`config.mk`:
```
export PLATFORM = sky130hd
export DESIGN_NAME = ssb_in
export DESIGN_NICKNAME = d
export VERILOG_FILES = /design/src/rtl/ssb_in.sv
export SDC_FILE = /design/constraint.sdc
export NUM_CORES = 2
export LEC_CHECK = 0
export CORE_UTILIZATION = 34
export CTS_BUF_LIST = sky130_fd_sc_hd__clkbuf_8 sky130_fd_sc_hd__clkbuf_16
export CTS_CLUSTER_SIZE = 8
export DETAILED_ROUTE_END_ITERATION = 12
export GPL_ROUTABILITY_DRIVEN = 0
export GPL_TIMING_DRIVEN = 0
export PLACE_DENSITY = 0.61
export SLEW_MARGIN = 20
export SYNTH_ARGS = -nofsm -noshare
export SYNTH_HDL_FRONTEND = slang
export SYNTH_SLANG_ARGS = --single-unit
export TNS_END_PERCENT = 10
```
`constraint.sdc`:
```
create_clock -name clk -period 5.8 [get_ports clk]
set_input_delay 0.58 -clock clk [delete_from_list [all_inputs] [get_ports clk]]
set_output_delay 0.58 -clock clk [all_outputs]
set_load 0.03 [all_outputs]
```
`src/rtl/ssb_in.sv`:
```
// SSB receive mixer/decimator: multiplies ADC samples by the rot_dds LO, integrates over
// each 4-sample div_state window and emits an interleaved, saturated I/Q pair per window.
module ssb_in #(
  parameter int dw    = 16,
  parameter int shift = 17
) (
  input  logic                 clk,
  input  logic                 reset,
  input  logic [1:0]           div_state,
  input  logic signed [dw-1:0] adc,
  input  logic                 enable,
  input  logic                 ssb_flip,
  input  logic signed [17:0]   cosa,
  input  logic signed [17:0]   sina,
  output logic signed [17:0]   iq_out,
  output logic                 iq_strobe,
  output logic                 iq_sel,
  output logic                 overflow,
  input  logic                 clear_ovf
);

  localparam int pw = dw + 18;
  localparam int aw = pw + 2;
  localparam logic signed [aw-1:0] sat_hi = aw'(32'sd131071);
  localparam logic signed [aw-1:0] sat_lo = aw'(-32'sd131072);

  // Bit 18 flags a clip; bits 17:0 carry the saturated value.
  function automatic logic [18:0] sat18(input logic signed [aw-1:0] v);
    logic [18:0] r;
    if (v > sat_hi) begin
      r = {1'b1, 18'h1FFFF};
    end else if (v < sat_lo) begin
      r = {1'b1, 18'h20000};
    end else begin
      r = {1'b0, v[17:0]};
    end
    return r;
  endfunction

  logic signed [pw-1:0] p_i_d, p_q_raw, p_i_q;
  logic signed [pw:0]   p_q_d, p_q_q;
  logic [1:0]           ds1_q;
  logic                 en1_q;
  logic signed [aw-1:0] acc_i_d, acc_q_d, acc_i_q, acc_q_q;
  logic                 win_ok_d, win_ok_q, last_d, last_q;
  logic signed [aw-1:0] sc_i, sc_q;
  logic [18:0]          sat_i, sat_q;
  logic                 ovf_d, ovf_q;
  logic signed [17:0]   iq_out_q, hold_q_q;
  logic                 strobe_q, sel_q, q_pend_q;

  // Mixer products; the Q product gets one extra bit so negation cannot wrap.
  always_comb begin
    p_i_d   = pw'(adc) * pw'(cosa);
    p_q_raw = pw'(adc) * pw'(sina);
    if (ssb_flip) begin
      p_q_d = -((pw+1)'(p_q_raw));
    end else begin
      p_q_d = (pw+1)'(p_q_raw);
    end
  end

  // Window integration: restart at phase 0, any disabled sample kills the window.
  always_comb begin
    if (!en1_q) begin
      acc_i_d  = {aw{1'b0}};
      acc_q_d  = {aw{1'b0}};
      win_ok_d = 1'b0;
    end else if (ds1_q == 2'd0) begin
      acc_i_d  = aw'(p_i_q);
      acc_q_d  = aw'(p_q_q);
      win_ok_d = 1'b1;
    end else begin
      acc_i_d  = acc_i_q + aw'(p_i_q);
      acc_q_d  = acc_q_q + aw'(p_q_q);
      win_ok_d = win_ok_q;
    end
    last_d = en1_q && win_ok_d && (ds1_q == 2'd3);
  end

  // Scale (floor) and saturate the completed window; a new clip beats clear_ovf.
  always_comb begin
    sc_i  = acc_i_q >>> shift;
    sc_q  = acc_q_q >>> shift;
    sat_i = sat18(sc_i);
    sat_q = sat18(sc_q);
    if (last_q && (sat_i[18] || sat_q[18])) begin
      ovf_d = 1'b1;
    end else if (clear_ovf) begin
      ovf_d = 1'b0;
    end else begin
      ovf_d = ovf_q;
    end
  end

  // Pipeline stages 1 and 2.
  always_ff @(posedge clk or posedge reset) begin
    if (reset) begin
      p_i_q    <= '0;
      p_q_q    <= '0;
      ds1_q    <= 2'd0;
      en1_q    <= 1'b0;
      acc_i_q  <= '0;
      acc_q_q  <= '0;
      win_ok_q <= 1'b0;
      last_q   <= 1'b0;
    end else begin
      p_i_q    <= p_i_d;
      p_q_q    <= p_q_d;
      ds1_q    <= div_state;
      en1_q    <= enable;
      acc_i_q  <= acc_i_d;
      acc_q_q  <= acc_q_d;
      win_ok_q <= win_ok_d;
      last_q   <= last_d;
    end
  end

  // Output sequencer: I on the dump cycle, held Q on the following one.
  always_ff @(posedge clk or posedge reset) begin
    if (reset) begin
      iq_out_q <= 18'sd0;
      hold_q_q <= 18'sd0;
      strobe_q <= 1'b0;
      sel_q    <= 1'b0;
      q_pend_q <= 1'b0;
      ovf_q    <= 1'b0;
    end else begin
      ovf_q <= ovf_d;
      if (last_q) begin
        iq_out_q <= sat_i[17:0];
        hold_q_q <= sat_q[17:0];
        strobe_q <= 1'b1;
        sel_q    <= 1'b0;
        q_pend_q <= 1'b1;
      end else if (q_pend_q) begin
        iq_out_q <= hold_q_q;
        strobe_q <= 1'b1;
        sel_q    <= 1'b1;
        q_pend_q <= 1'b0;
      end else begin
        strobe_q <= 1'b0;
        sel_q    <= 1'b0;
        q_pend_q <= 1'b0;
      end
    end
  end

  assign iq_out    = iq_out_q;
  assign iq_strobe = strobe_q;
  assign iq_sel    = sel_q;
  assign overflow  = ovf_q;

endmodule

```
==> results.sh <==
export IMPL_num_fill_cells=9386
export IMPL_cp_required_ps=6080
export IMPL_yosys_area_share_simple_pct=15.5
export IMPL_synth_top_family_by_area="adder cells"
export IMPL_drv_cap=0
export IMPL_drcViolationCount=0
export IMPL_htree_levels=4
export IMPL_port_buffers=69
export IMPL_crit_top_cell="fa_1"
export IMPL_cts_sinks=186
export IMPL_synth_mux_area_share_pct=0.192
export IMPL_drtPass1Iterations=6
export IMPL_seq_area_frac_synth_pct=14.3
export IMPL_nets=4678
export IMPL_slowest_delay_ps=550
export IMPL_netlist_instances=3583
export IMPL_worst_slack_ps=-990
export IMPL_wl_um=94100
export IMPL_fin_crit_ps=6790
export IMPL_synthArstFlopShare_pct=100
export IMPL_path_clk_slew_ps=70
export IMPL_detail_route_vias_per_cell=5.04
export IMPL_overflow=0
export IMPL_relSlewSlack_pct=40.9
export IMPL_final_cell_mix="inv_1 (627), fa_1 (564), nand2_1 (434)"
export IMPL_holdBufCountCts=0
export IMPL_grt_pass1_wl_um=148000
export IMPL_hold_viol=0
export IMPL_ys_types=78
export IMPL_worst_slew_pin_transition_ps=887
export IMPL_cts_tree="yes"
export IMPL_final_common_cell="inv_1"
export IMPL_synth_fa_ha_area_share_pct=45.0
export IMPL_drt_iter0_drc=1478
export IMPL_synth_edf_count=0
export IMPL_wire_per_inst_um=18.6
export IMPL_clockRootBuffer="clkbuf_16"
export IMPL_clk_latency_ps=450
export IMPL_drive_above_1_share_pct=13.8
export IMPL_critical_path_arrival_ps=7070
export IMPL_stdcell_count=5075
export IMPL_ant_nets=0
export IMPL_dp_cells=4918
export IMPL_synth_nets=4467
export IMPL_crit_path_end_kind="register"
export IMPL_finClkSkew_ps=8.51
export IMPL_post_route_period_util_pct=117
export IMPL_synthXorXnorAreaFrac_pct=4.35
export IMPL_ctsLongestPathBuffers=2
export IMPL_syn_avg_cell_area_sq_um=9.11
export IMPL_die_y_um=312
export IMPL_grt_max_degree=95
export IMPL_critPathLaunchType="primary input"
export IMPL_ys_ff_latch=186
export IMPL_rows=113
export IMPL_status="finished with violations"
export IMPL_critical_path_class="in -> reg"
export IMPL_ys_warnings_count=0
export IMPL_cpMaxStageDelayCell="fa_1"
export IMPL_timing_fmax_mhz=147
export IMPL_synth_ff_type="dfrtp_1"
export IMPL_track_usage_pct=19.6
export IMPL_dpl_hpwl_um=75700
export IMPL_report_final_slew_viol_count=0
export IMPL_die_area_sq_mm=0.0972
export IMPL_fp_dieW_um=312
export IMPL_coreArea_sq_mm=0.0950
export IMPL_start_util_pct=34.3
export IMPL_grt_pass1_vias=26700
export IMPL_io_pins=80
export IMPL_min_path_type="reg -> reg"
export IMPL_synth_compound_area_share_pct=11.5
export IMPL_antenna_found_initial=2
export IMPL_rsz0062_at_grt="yes"
export IMPL_syn_area_sq_mm=0.0326
export IMPL_worstPathMaxFanout=9
export IMPL_vias=25600
export IMPL_setup_tns_final_ps=-17700
export IMPL_cts_made_buffers=17
export IMPL_pre_cts_ws_ps=-3420
export IMPL_violations="setup timing"
export IMPL_setup_viol=34
export IMPL_area_growth_syn_to_layout_pct=19.2
## per-stage QoR
step           hold WS, ps  utilization [%]  instance area, sq um
5_1_grt                500             40.9                 38900
6_report               477             40.9                 38900
3_3_place_gp           468             37.0                 35100
2_1_floorplan          384                -                 32900
4_1_cts                488             40.3                 38300
3_5_place_dp           471             37.0                 35200
## layout make-up
cell class                      count  area (sq um)  share of cell area [%]
Multi-Input combinational cell   2606         26300                    67.7
Sequential cell                   186          4650                    12.0
Inverter                          639          2410                    6.19
Buffer                            150          1680                    4.31
Timing Repair Buffer              194          1670                    4.29
Tap cell                         1265          1580                    4.07
Clock buffer                       17           425                    1.09
Clock inverter                     15           148                   0.380
Antenna cell                        3          7.51                  0.0193
## synth_stat cells, types with 5 or more instances
library cell,number,area (sq um)
nand2b_1,53,332
o21a_1,38,285
nor3_1,18,90.1
o21bai_1,12,90.1
o2111ai_1,5,43.8
a31oi_1,15,93.8
fa_1,582,11700
ha_1,243,3040
o211ai_1,23,173
and3_1,8,50.1
buf_1,6,22.5
nor4_1,7,43.8
a31o_2,6,52.6
nand2_1,444,1670
a211oi_1,17,128
a211o_1,10,87.6
or3_1,12,75.1
o21ai_0,154,771
and2_1,273,1710
nand3_1,36,180
nand4_1,18,113
xnor2_1,110,963
dfrtp_1,186,4650
o31ai_1,11,82.6
or2_2,13,81.3
nor3b_1,7,52.6
and4_1,6,52.6
a21oi_1,160,801
a21o_1,63,473
a41oi_1,5,43.8
nor2_1,96,360
nand3b_1,6,45.0
xor2_1,52,455
a21boi_0,28,210
clkbuf_1,141,529
inv_1,639,2400
nor2b_1,13,81.3
## registers in the layout, summed over array words and instances, names as in the netlist, 2 cells and up
name	flops
hold_q_q	18
ds1_q	2
acc_i_q	36
p_i_q	34
iq_out	18
p_q_q	35
acc_q_q	36
## repair_timing
item / 4_1_cts / 5_1_grt
gates cloned: 3 / 1
buffers inserted: 86 / 34
pin swaps: 103 / 72
hold endpoints to repair: 0 / 0
resized for setup: 617 / 122
endpoints found under the setup margin: 50 / 40
## worst max-delay path: cells and delay by family
family / cells / cell delay (ps)
fa+ha+maj: 7 / 3240
compound gates: 5 / 1110
buf+inv: 10 / 1090
simple gates: 4 / 710
xor+xnor: 1 / 160
mux: 1 / 160
## layer usage
metal / vias to the layer above / track usage [%] / wire, um / share of wire, %
li1: 11700 / - / - / -
met1: 13000 / 27.4 / 41500 / 44
met2: 789 / 32.0 / 44000 / 47
met3: 121 / 2.74 / 6820 / 7.2
met4: 2 / 4.73 / 1810 / 1.9
met5: - / 0 / 13 / 0.014
## cell families (layout without fill, tap and decap cells)
kind of cell	count (synthesis)	after routing
AO/OA/AOI/OAI	590	590
XOR/XNOR	162	162
adder cells (fa/ha/maj)	825	825
buffers and inverters	791	1015
flip-flops	186	186
multiplexers	6	6
other	0	3
AND/OR/NAND/NOR	1023	1023
## final timing paths
kind	cells past startpoint	start	endpoint	slack [ps]
hold reg to reg	0	last_q$_DFF_PP0_	q_pend_q$_DFF_PP0_	480
min in group asynchronous	2	reset	acc_q_q[14]$_DFF_PP0_	590
setup reg to reg	12	p_i_q[9]$_DFF_PP0_	acc_i_q[35]$_DFF_PP0_	2370
setup / recovery	28	adc[4]	p_q_q[34]$_DFF_PP0_	-990
hold / removal	0	last_q$_DFF_PP0_	q_pend_q$_DFF_PP0_	480
max in group asynchronous	3	reset	acc_i_q[22]$_DFF_PP0_	4340
Power is left out: the tool's default activity adds up to more than one toggle a clock period on the data nets, which glitch-free logic cannot reach.
